===== src/rtl/regpair_sequencer_pkg.sv =====
// Shared register-file constants: 8-bit register selects plus the 16-bit
// pair and operation encodings used by the pair sequencer.
package regpair_sequencer_pkg;

  typedef enum logic [2:0] {
    REG_B = 3'd0,
    REG_C = 3'd1,
    REG_D = 3'd2,
    REG_E = 3'd3,
    REG_H = 3'd4,
    REG_L = 3'd5,
    REG_F = 3'd6,
    REG_A = 3'd7
  } reg_sel_t;

  typedef enum logic [1:0] {
    PAIR_BC = 2'd0,
    PAIR_DE = 2'd1,
    PAIR_HL = 2'd2
  } pair_sel_t;

  typedef enum logic [1:0] {
    OP_LOAD16 = 2'd0,
    OP_READ16 = 2'd1,
    OP_INC16  = 2'd2,
    OP_DEC16  = 2'd3
  } op16_t;

endpackage


===== src/rtl/regpair_sequencer.sv =====
// Sequences 16-bit pair load/read/inc/dec over the 8-bit single-write-port
// register file, owning its control lines while an operation is in flight.
module regpair_sequencer
  import regpair_sequencer_pkg::*;
(
  input  logic        clk,
  input  logic        rst,
  input  logic        req_valid,
  output logic        req_ready,
  input  logic [1:0]  req_op,
  input  logic [1:0]  req_pair,
  input  logic [15:0] req_data,
  output logic        rsp_valid,
  output logic [15:0] rsp_data,
  output logic        rsp_err,
  output logic        busy,
  output logic        rf_own,
  output logic        rf_load_en,
  output reg_sel_t    rf_sel_a,
  output reg_sel_t    rf_sel_b,
  output logic [7:0]  rf_wdata,
  input  logic [7:0]  rf_out_a,
  input  logic [7:0]  rf_out_b
);

  typedef enum logic [2:0] {
    IDLE  = 3'd0,
    RD    = 3'd1,
    WR_LO = 3'd2,
    WR_HI = 3'd3,
    DONE  = 3'd4
  } state_t;

  state_t      state_q, state_d;
  op16_t       op_q, op_d;
  logic [1:0]  pair_q, pair_d;
  logic [15:0] val_q, val_d;
  logic        err_q, err_d;
  logic [15:0] rsp_data_q, rsp_data_d;

  reg_sel_t    hi_sel, lo_sel;
  logic [15:0] rd_val;

  always_ff @(posedge clk or posedge rst) begin
    if (rst) begin
      state_q    <= IDLE;
      op_q       <= OP_LOAD16;
      pair_q     <= '0;
      val_q      <= '0;
      err_q      <= 1'b0;
      rsp_data_q <= '0;
    end else begin
      state_q    <= state_d;
      op_q       <= op_d;
      pair_q     <= pair_d;
      val_q      <= val_d;
      err_q      <= err_d;
      rsp_data_q <= rsp_data_d;
    end
  end

  always_comb begin
    state_d    = state_q;
    op_d       = op_q;
    pair_d     = pair_q;
    val_d      = val_q;
    err_d      = err_q;
    rsp_data_d = rsp_data_q;

    req_ready  = 1'b0;
    busy       = 1'b1;
    rsp_valid  = 1'b0;
    rsp_err    = 1'b0;
    rf_own     = 1'b0;
    rf_load_en = 1'b0;
    rf_sel_a   = REG_A;
    rf_sel_b   = REG_A;
    rf_wdata   = '0;
    rd_val     = {rf_out_a, rf_out_b};

    case (pair_q)
      PAIR_BC: begin hi_sel = REG_B; lo_sel = REG_C; end
      PAIR_DE: begin hi_sel = REG_D; lo_sel = REG_E; end
      PAIR_HL: begin hi_sel = REG_H; lo_sel = REG_L; end
      default: begin hi_sel = REG_A; lo_sel = REG_A; end
    endcase

    // rsp_data is loaded on the transition into DONE so it stays stable
    // until the next response, independent of later captures into val.
    case (state_q)
      IDLE: begin
        req_ready = 1'b1;
        busy      = 1'b0;
        if (req_valid) begin
          op_d   = op16_t'(req_op);
          pair_d = req_pair;
          if (req_pair == 2'b11) begin
            err_d      = 1'b1;
            val_d      = '0;
            rsp_data_d = '0;
            state_d    = DONE;
          end else begin
            err_d = 1'b0;
            if (op16_t'(req_op) == OP_LOAD16) begin
              val_d   = req_data;
              state_d = WR_LO;
            end else begin
              state_d = RD;
            end
          end
        end
      end
      RD: begin
        rf_own   = 1'b1;
        rf_sel_a = hi_sel;
        rf_sel_b = lo_sel;
        case (op_q)
          OP_INC16: begin val_d = rd_val + 16'd1; state_d = WR_LO; end
          OP_DEC16: begin val_d = rd_val - 16'd1; state_d = WR_LO; end
          default: begin
            val_d      = rd_val;
            rsp_data_d = rd_val;
            state_d    = DONE;
          end
        endcase
      end
      WR_LO: begin
        rf_own     = 1'b1;
        rf_load_en = 1'b1;
        rf_sel_a   = lo_sel;
        rf_wdata   = val_q[7:0];
        state_d    = WR_HI;
      end
      WR_HI: begin
        rf_own     = 1'b1;
        rf_load_en = 1'b1;
        rf_sel_a   = hi_sel;
        rf_wdata   = val_q[15:8];
        rsp_data_d = val_q;
        state_d    = DONE;
      end
      DONE: begin
        rsp_valid = 1'b1;
        rsp_err   = err_q;
        state_d   = IDLE;
      end
      default: state_d = IDLE;
    endcase
  end

  assign rsp_data = rsp_data_q;

endmodule


===== config.mk =====
export PLATFORM = sky130hd
export DESIGN_NAME = regpair_sequencer
export DESIGN_NICKNAME = d
export VERILOG_FILES = /design/src/rtl/regpair_sequencer_pkg.sv /design/src/rtl/regpair_sequencer.sv
export SDC_FILE = /design/constraint.sdc
export NUM_CORES = 1
export LEC_CHECK = 0
export ABC_AREA = 1
export BUFFER_PORTS_ARGS = -buffer_cell sky130_fd_sc_hd__buf_2
export CAP_MARGIN = 10
export CORE_UTILIZATION = 56
export DETAILED_ROUTE_END_ITERATION = 12
export HOLD_SLACK_MARGIN = 0.05
export PLACE_DENSITY_LB_ADDON = 0.05
export SYNTH_ARGS = -nofsm -noshare
export SYNTH_HDL_FRONTEND = slang
export SYNTH_SLANG_ARGS = --single-unit

===== constraint.sdc =====
create_clock -name clk -period 4.4 [get_ports clk]
set_input_delay 0.66 -clock clk [delete_from_list [all_inputs] [get_ports clk]]
set_output_delay 0.66 -clock clk [all_outputs]
set_load 0.05 [all_outputs]

==> flow_metrics.py, run 1 <==
metrics = {
    "status": {
        "status": "completed",
    },
    "clock_tree": {
        "post_cts_resized": 0,
        "root_buffer": "clkbuf_8",
        "insertion_delay_ns": 0.30,
        "ctsHoldBuffers": 0,
        "h-tree-depth": 2,
        "clock_sinks": 40,
        "cts.clk_slew.worst_paths_ns": 0.08,
        "cts_buffer_depth": 2,
        "numCtsBuffers": 5,
        "postCtsSetupBuffers": 0,
        "cts_tree": "yes",
    },
    "routing": {
        "wl_um": 9130,
        "drt_pass1_iterations": 6,
        "postRouteAntennaNets": 0,
        "post_drt_wl_per_cell_um": 14.6,
        "vias_per_cell": 5.51,
        "drt-initial-drc-count": 282,
        "vias": 3436,
        "drc": 0,
    },
    "critical_path": {
        "required_ns": 3.74,
        "critPathKind": "flip-flop to output port",
        "arrival_ns": 2.26,
        "regToRegSetupSlack_ns": 1.92,
        "worst_setup_path_start_kind": "flip-flop",
        "cp-startpoint": "state_q[2]",
        "reg2reg_depth": 9,
        "crit_end": "rf_wdata[2]",
        "r2r-start": "state_q[2]",
        "path_max_fanout": 25,
        "rr_endpoint": "val_q[2]",
        "crit_path_end_kind": "output port",
    },
    "floorplanning": {
        "fp.coreArea_mm2": 0.00547,
        "die_y_um": 77.3,
        "io_pins": 75,
        "die-area_mm2": 0.00598,
        "rows": 27,
        "start_util_pct": 58.1,
        "fp.dieW_um": 77.3,
    },
    "place": {
        "gp_congestion": 0.929,
        "post-dp-hpwl_um": 7100,
        "portBuffers": 73,
    },
    "synth": {
        "yosys_warnings": 0,
        "syn_inst": 487,
        "yosysSeqAreaShare_pct": 31.5,
        "syn-cell-area_mm2": 0.00318,
        "synth_top_area_share_pct": 31.5,
        "synthesis.nets": 527,
        "syn_avg_cell_area_um2": 6.53,
        "synth_top_area_cell": "dfrtp_1",
        "synth.distinct_cells": 38,
        "yosys-top-cells-area": "dfrtp_1, nand2_1, nor2_1, a21oi_1, inv_1",
        "ys_ff_latch": 40,
    },
    "global_routing": {
        "grt_pass1_wl_um": 14900,
        "grt_pass1_vias": 3148,
        "grt_max_degree": 41,
        "antenna_found_initial": 0,
        "grt_usage_pct": 32.0,
        "grt_remaining_overflow": 0,
    },
    "timing": {
        "fin_hold_ws_ns": 0.480,
        "fin_crit_sh_pct": 66.5,
        "slew_headroom_pct": 25.9,
        "tightest_slew_ns": 1.11,
        "report.final.hold_viol_count": 0,
        "rsz0062_at_grt": "false",
        "setup_viol": 0,
        "fin_crit_ns": 2.92,
        "finClkSkew_ns": 0.00691,
        "fin_setup_tns_ns": 0,
        "maxSlewViolCount": 0,
        "fmax_mhz": 342,
    },
    "layout": {
        "drive_gt1_share_pct": 23.2,
        "utilization_pct": 66.4,
        "syn2layout_area_growth_pct": 14.4,
        "mostFrequentLayoutCells": "nand2_1, nor2_1, buf_2",
        "final_common_cell": "nand2_1",
        "antenna_cells": 0,
        "nNetsFinal": 591,
    },
    "worst_hold_path": {
        "hp-class": "primary input to asynchronous set/reset pin",
    },
    "power_and_ir_drop": {
        "p_leak_nw": 1.94,
        "p_per_area_mw_per_mm2": 848,
        "ir_drop_mv": 0.485,
    },
    "job": {
        "maxCapViolations": 0,
    },
}
==> cells in the mapped netlist (all sizes together) <==
library cell	number
a211oi	1
a21oi	54
a22oi	1
a31oi	4
a41oi	3
and3	1
buf	14
clkbuf	4
clkinv	2
conb	1
dfrtp	40
ha	1
inv	71
mux2	1
nand2	116
nand3	42
nand4	2
nor2	86
o211ai	2
o21ai	10
o21bai	4
o221ai	1
o22ai	18
xor2	8
==> sequential cells by signal, indices dropped and copies added, names as in the netlist <==
signal    flops
val_q        16
op_q          2
pair_q        2
rsp_data     16
state_q       3
err_q         1
==> report_power, final <==
part	internal (mW)	switching, mW
combinational	0.580	1.55
sequential	0.559	0.134
clock	0.127	0.137
==> critical path, cell delays in order (launching register included) <==
cell and delay [ns]:
dfrtp_1 0.45, nor2_1 0.22, nand2_1 0.52, o22ai_1 0.45, buf_2 0.33
==> routing by layer <==
layer	GRT usage (%)	wire (um)	vias up
met4	16.0	342	0
li1	-	-	1686
met2	52.8	4300	161
met1	40.8	3850	1565
met5	0	0	-
met3	4.71	644	24
==> metrics by stage <==
step	cell area [um2]	power [mW]	std cells	setup slack (ns)
after global routing	3640	3.33	624	1.34
after detailed placement	3540	2.80	616	1.91
after floorplan	3180	2.41	487	1.17
final	3640	3.08	624	1.48
after CTS	3640	3.07	624	1.57
after global placement	3540	2.77	616	1.95
==> cell type report <==
| class | count | area (um2) |
|---|---|---|
| Fill cell | 532 | 1840 |
| Multi-Input combinational cell | 356 | 1790 |
| Sequential cell | 40 | 1000 |
| Timing Repair Buffer | 75 | 380 |
| Inverter | 73 | 274 |
| Tap cell | 72 | 90.1 |
| Clock buffer | 6 | 82.6 |
| Clock inverter | 2 | 15.0 |
==> kinds of logic (layout without fill, tap and decap cells) <==
kind of cell / count (synthesis) / after routing / synth area share [%]
compound gates: 98 / 98 / 18.2
mux: 1 / 1 / 0.354
fa+ha+maj: 1 / 1 / 0.394
buf+inv: 91 / 156 / 12.2
xor+xnor: 8 / 8 / 2.80
simple gates: 247 / 247 / 34.4
other cells: 1 / 1 / 0.118
flops: 40 / 40 / 31.5
==> how the worst min path moves through the flow <==
| stage | to | cells after the start | slack [ns] |
|---|---|---|---|
| floorplan | err_q | 2 | 0.45 |
| global placement | err_q | 2 | 0.47 |
| detailed placement | err_q | 2 | 0.47 |
| CTS | err_q | 2 | 0.49 |
| global route | rsp_data[0] | 3 | 0.53 |
| finish | rsp_data[0] | 3 | 0.48 |
No activity file was read; power rests on OpenSTA's default activity.
==> run 2: changes to the inputs <==
- CORE_UTILIZATION: 56 -> 55
- clock period: 4.4 -> 2.7 ns (I/O delays scaled with it)
==> flow_metrics.py, run 2 (same netlist as run 1, synthesis figures left out) <==
metrics = {
    "clock_tree": {
        "numCtsBuffers": 5,
        "clock_sinks": 40,
        "cts_buffer_depth": 2,
        "postCtsSetupBuffers": 0,
        "ctsHoldBuffers": 0,
        "cts.clk_slew.worst_paths_ns": 0.09,
        "insertion_delay_ns": 0.30,
        "cts_tree": "yes",
        "h-tree-depth": 2,
        "post_cts_resized": 0,
        "root_buffer": "clkbuf_8",
    },
    "global_routing": {
        "grt_pass1_wl_um": 15000,
        "grt_pass1_vias": 3203,
        "grt_remaining_overflow": 0,
        "antenna_found_initial": 0,
        "grt_usage_pct": 31.7,
        "grt_max_degree": 41,
    },
    "routing": {
        "post_drt_wl_per_cell_um": 14.7,
        "wl_um": 9250,
        "drt-initial-drc-count": 251,
        "drt_pass1_iterations": 5,
        "vias": 3464,
        "drc": 0,
        "postRouteAntennaNets": 0,
        "vias_per_cell": 5.51,
    },
    "floorplanning": {
        "die-area_mm2": 0.00609,
        "io_pins": 75,
        "fp.coreArea_mm2": 0.00554,
        "die_y_um": 78.0,
        "rows": 27,
        "start_util_pct": 57.4,
        "fp.dieW_um": 78.0,
    },
    "critical_path": {
        "required_ns": 2.30,
        "cp-startpoint": "state_q[2]",
        "arrival_ns": 1.95,
        "critPathKind": "flip-flop to output port",
        "r2r-start": "op_q[0]",
        "worst_setup_path_start_kind": "flip-flop",
        "crit_path_end_kind": "output port",
        "path_max_fanout": 17,
        "regToRegSetupSlack_ns": 0.42,
    },
    "layout": {
        "fin_cells": 629,
        "mostFrequentLayoutCells": "nand2_1, nor2_1, buf_2",
        "final_common_cell": "nand2_1",
        "drive_gt1_share_pct": 23.9,
        "nNetsFinal": 596,
        "antenna_cells": 0,
        "utilization_pct": 66.3,
        "syn2layout_area_growth_pct": 15.6,
    },
    "power_and_ir_drop": {
        "ir_drop_mv": 1.02,
        "p_per_area_mw_per_mm2": 1380,
        "p_leak_nw": 1.96,
    },
    "timing": {
        "tightest_slew_ns": 0.576,
        "report.final.hold_viol_count": 0,
        "fin_crit_sh_pct": 87.3,
        "fin_crit_ns": 2.36,
        "finalWorstSetupSlack_ns": 0.342,
        "maxSlewViolCount": 0,
        "finClkSkew_ns": 0.00744,
        "rsz0062_at_grt": "false",
        "setup_viol": 0,
        "slew_headroom_pct": 61.5,
        "fmax_mhz": 424,
    },
    "place": {
        "gp_congestion": 0.987,
        "place_worst_setup_slack_ns": 0.507,
        "portBuffers": 73,
        "post-dp-hpwl_um": 7080,
        "dp.cells": 621,
    },
    "worst_hold_path": {
        "hp-class": "primary input to asynchronous set/reset pin",
    },
    "status": {
        "status": "completed",
    },
    "job": {
        "maxCapViolations": 0,
    },
}
## run 2: cell count changes in the layout (fill, tap and decap cells not counted)
cell	previous run	this run
buf_4	2	7
## run 2: power breakdown
part | internal (mW) | switching [mW] | leakage [nW]
sequential | 0.910 | 0.202 | 0.470
clock | 0.207 | 0.233 | 0.0434
combinational | 0.972 | 2.55 | 1.45
## run 2: critical path: stages, from the launching register on
cell     delay, ns
dfrtp_1       0.45
nor2_1        0.19
nand2_1       0.37
o22ai_1       0.33
buf_2         0.30
## run 2: final timing paths
| kind | endpoint | cells past startpoint |
|---|---|---|
| min | rsp_data[1] | 3 |
| min in group clk | op_q[0] | 2 |
| max | rf_wdata[3] | 4 |
| max in group asynchronous | val_q[10] | 3 |
| max reg2reg | val_q[8] | 14 |
| min reg2reg | err_q | 2 |
## run 2: layout make-up
cell class	instances	area, um2
Fill cell	550	1870
Timing Repair Buffer	80	418
Inverter	73	274
Multi-Input combinational cell	356	1790
Sequential cell	40	1000
Tap cell	72	90.1
Clock inverter	2	15.0
Clock buffer	6	82.6
## run 2: through the flow
step / setup TNS, ns / cell area, um2 / total power, mW / hold WS, ns
3_3_place_gp: 0 / 3580 / 4.55 / 0.469
4_1_cts: 0 / 3670 / 5.05 / 0.247
2_1_floorplan: -2.16 / 3180 / 3.92 / 0.446
6_report: 0 / 3670 / 5.08 / 0.227
3_5_place_dp: 0 / 3580 / 4.61 / 0.482
5_1_grt: 0 / 3670 / 5.49 / 0.273
## run 2: per-layer routing
| metal | track usage, % | vias up | part of all wire [%] |
|---|---|---|---|
| li1 | - | 1703 | - |
| met1 | 39.4 | 1571 | 42 |
| met2 | 55.6 | 161 | 48 |
| met3 | 3.84 | 29 | 6.6 |
| met4 | 13.1 | 0 | 3.8 |
| met5 | 0 | - | 0 |
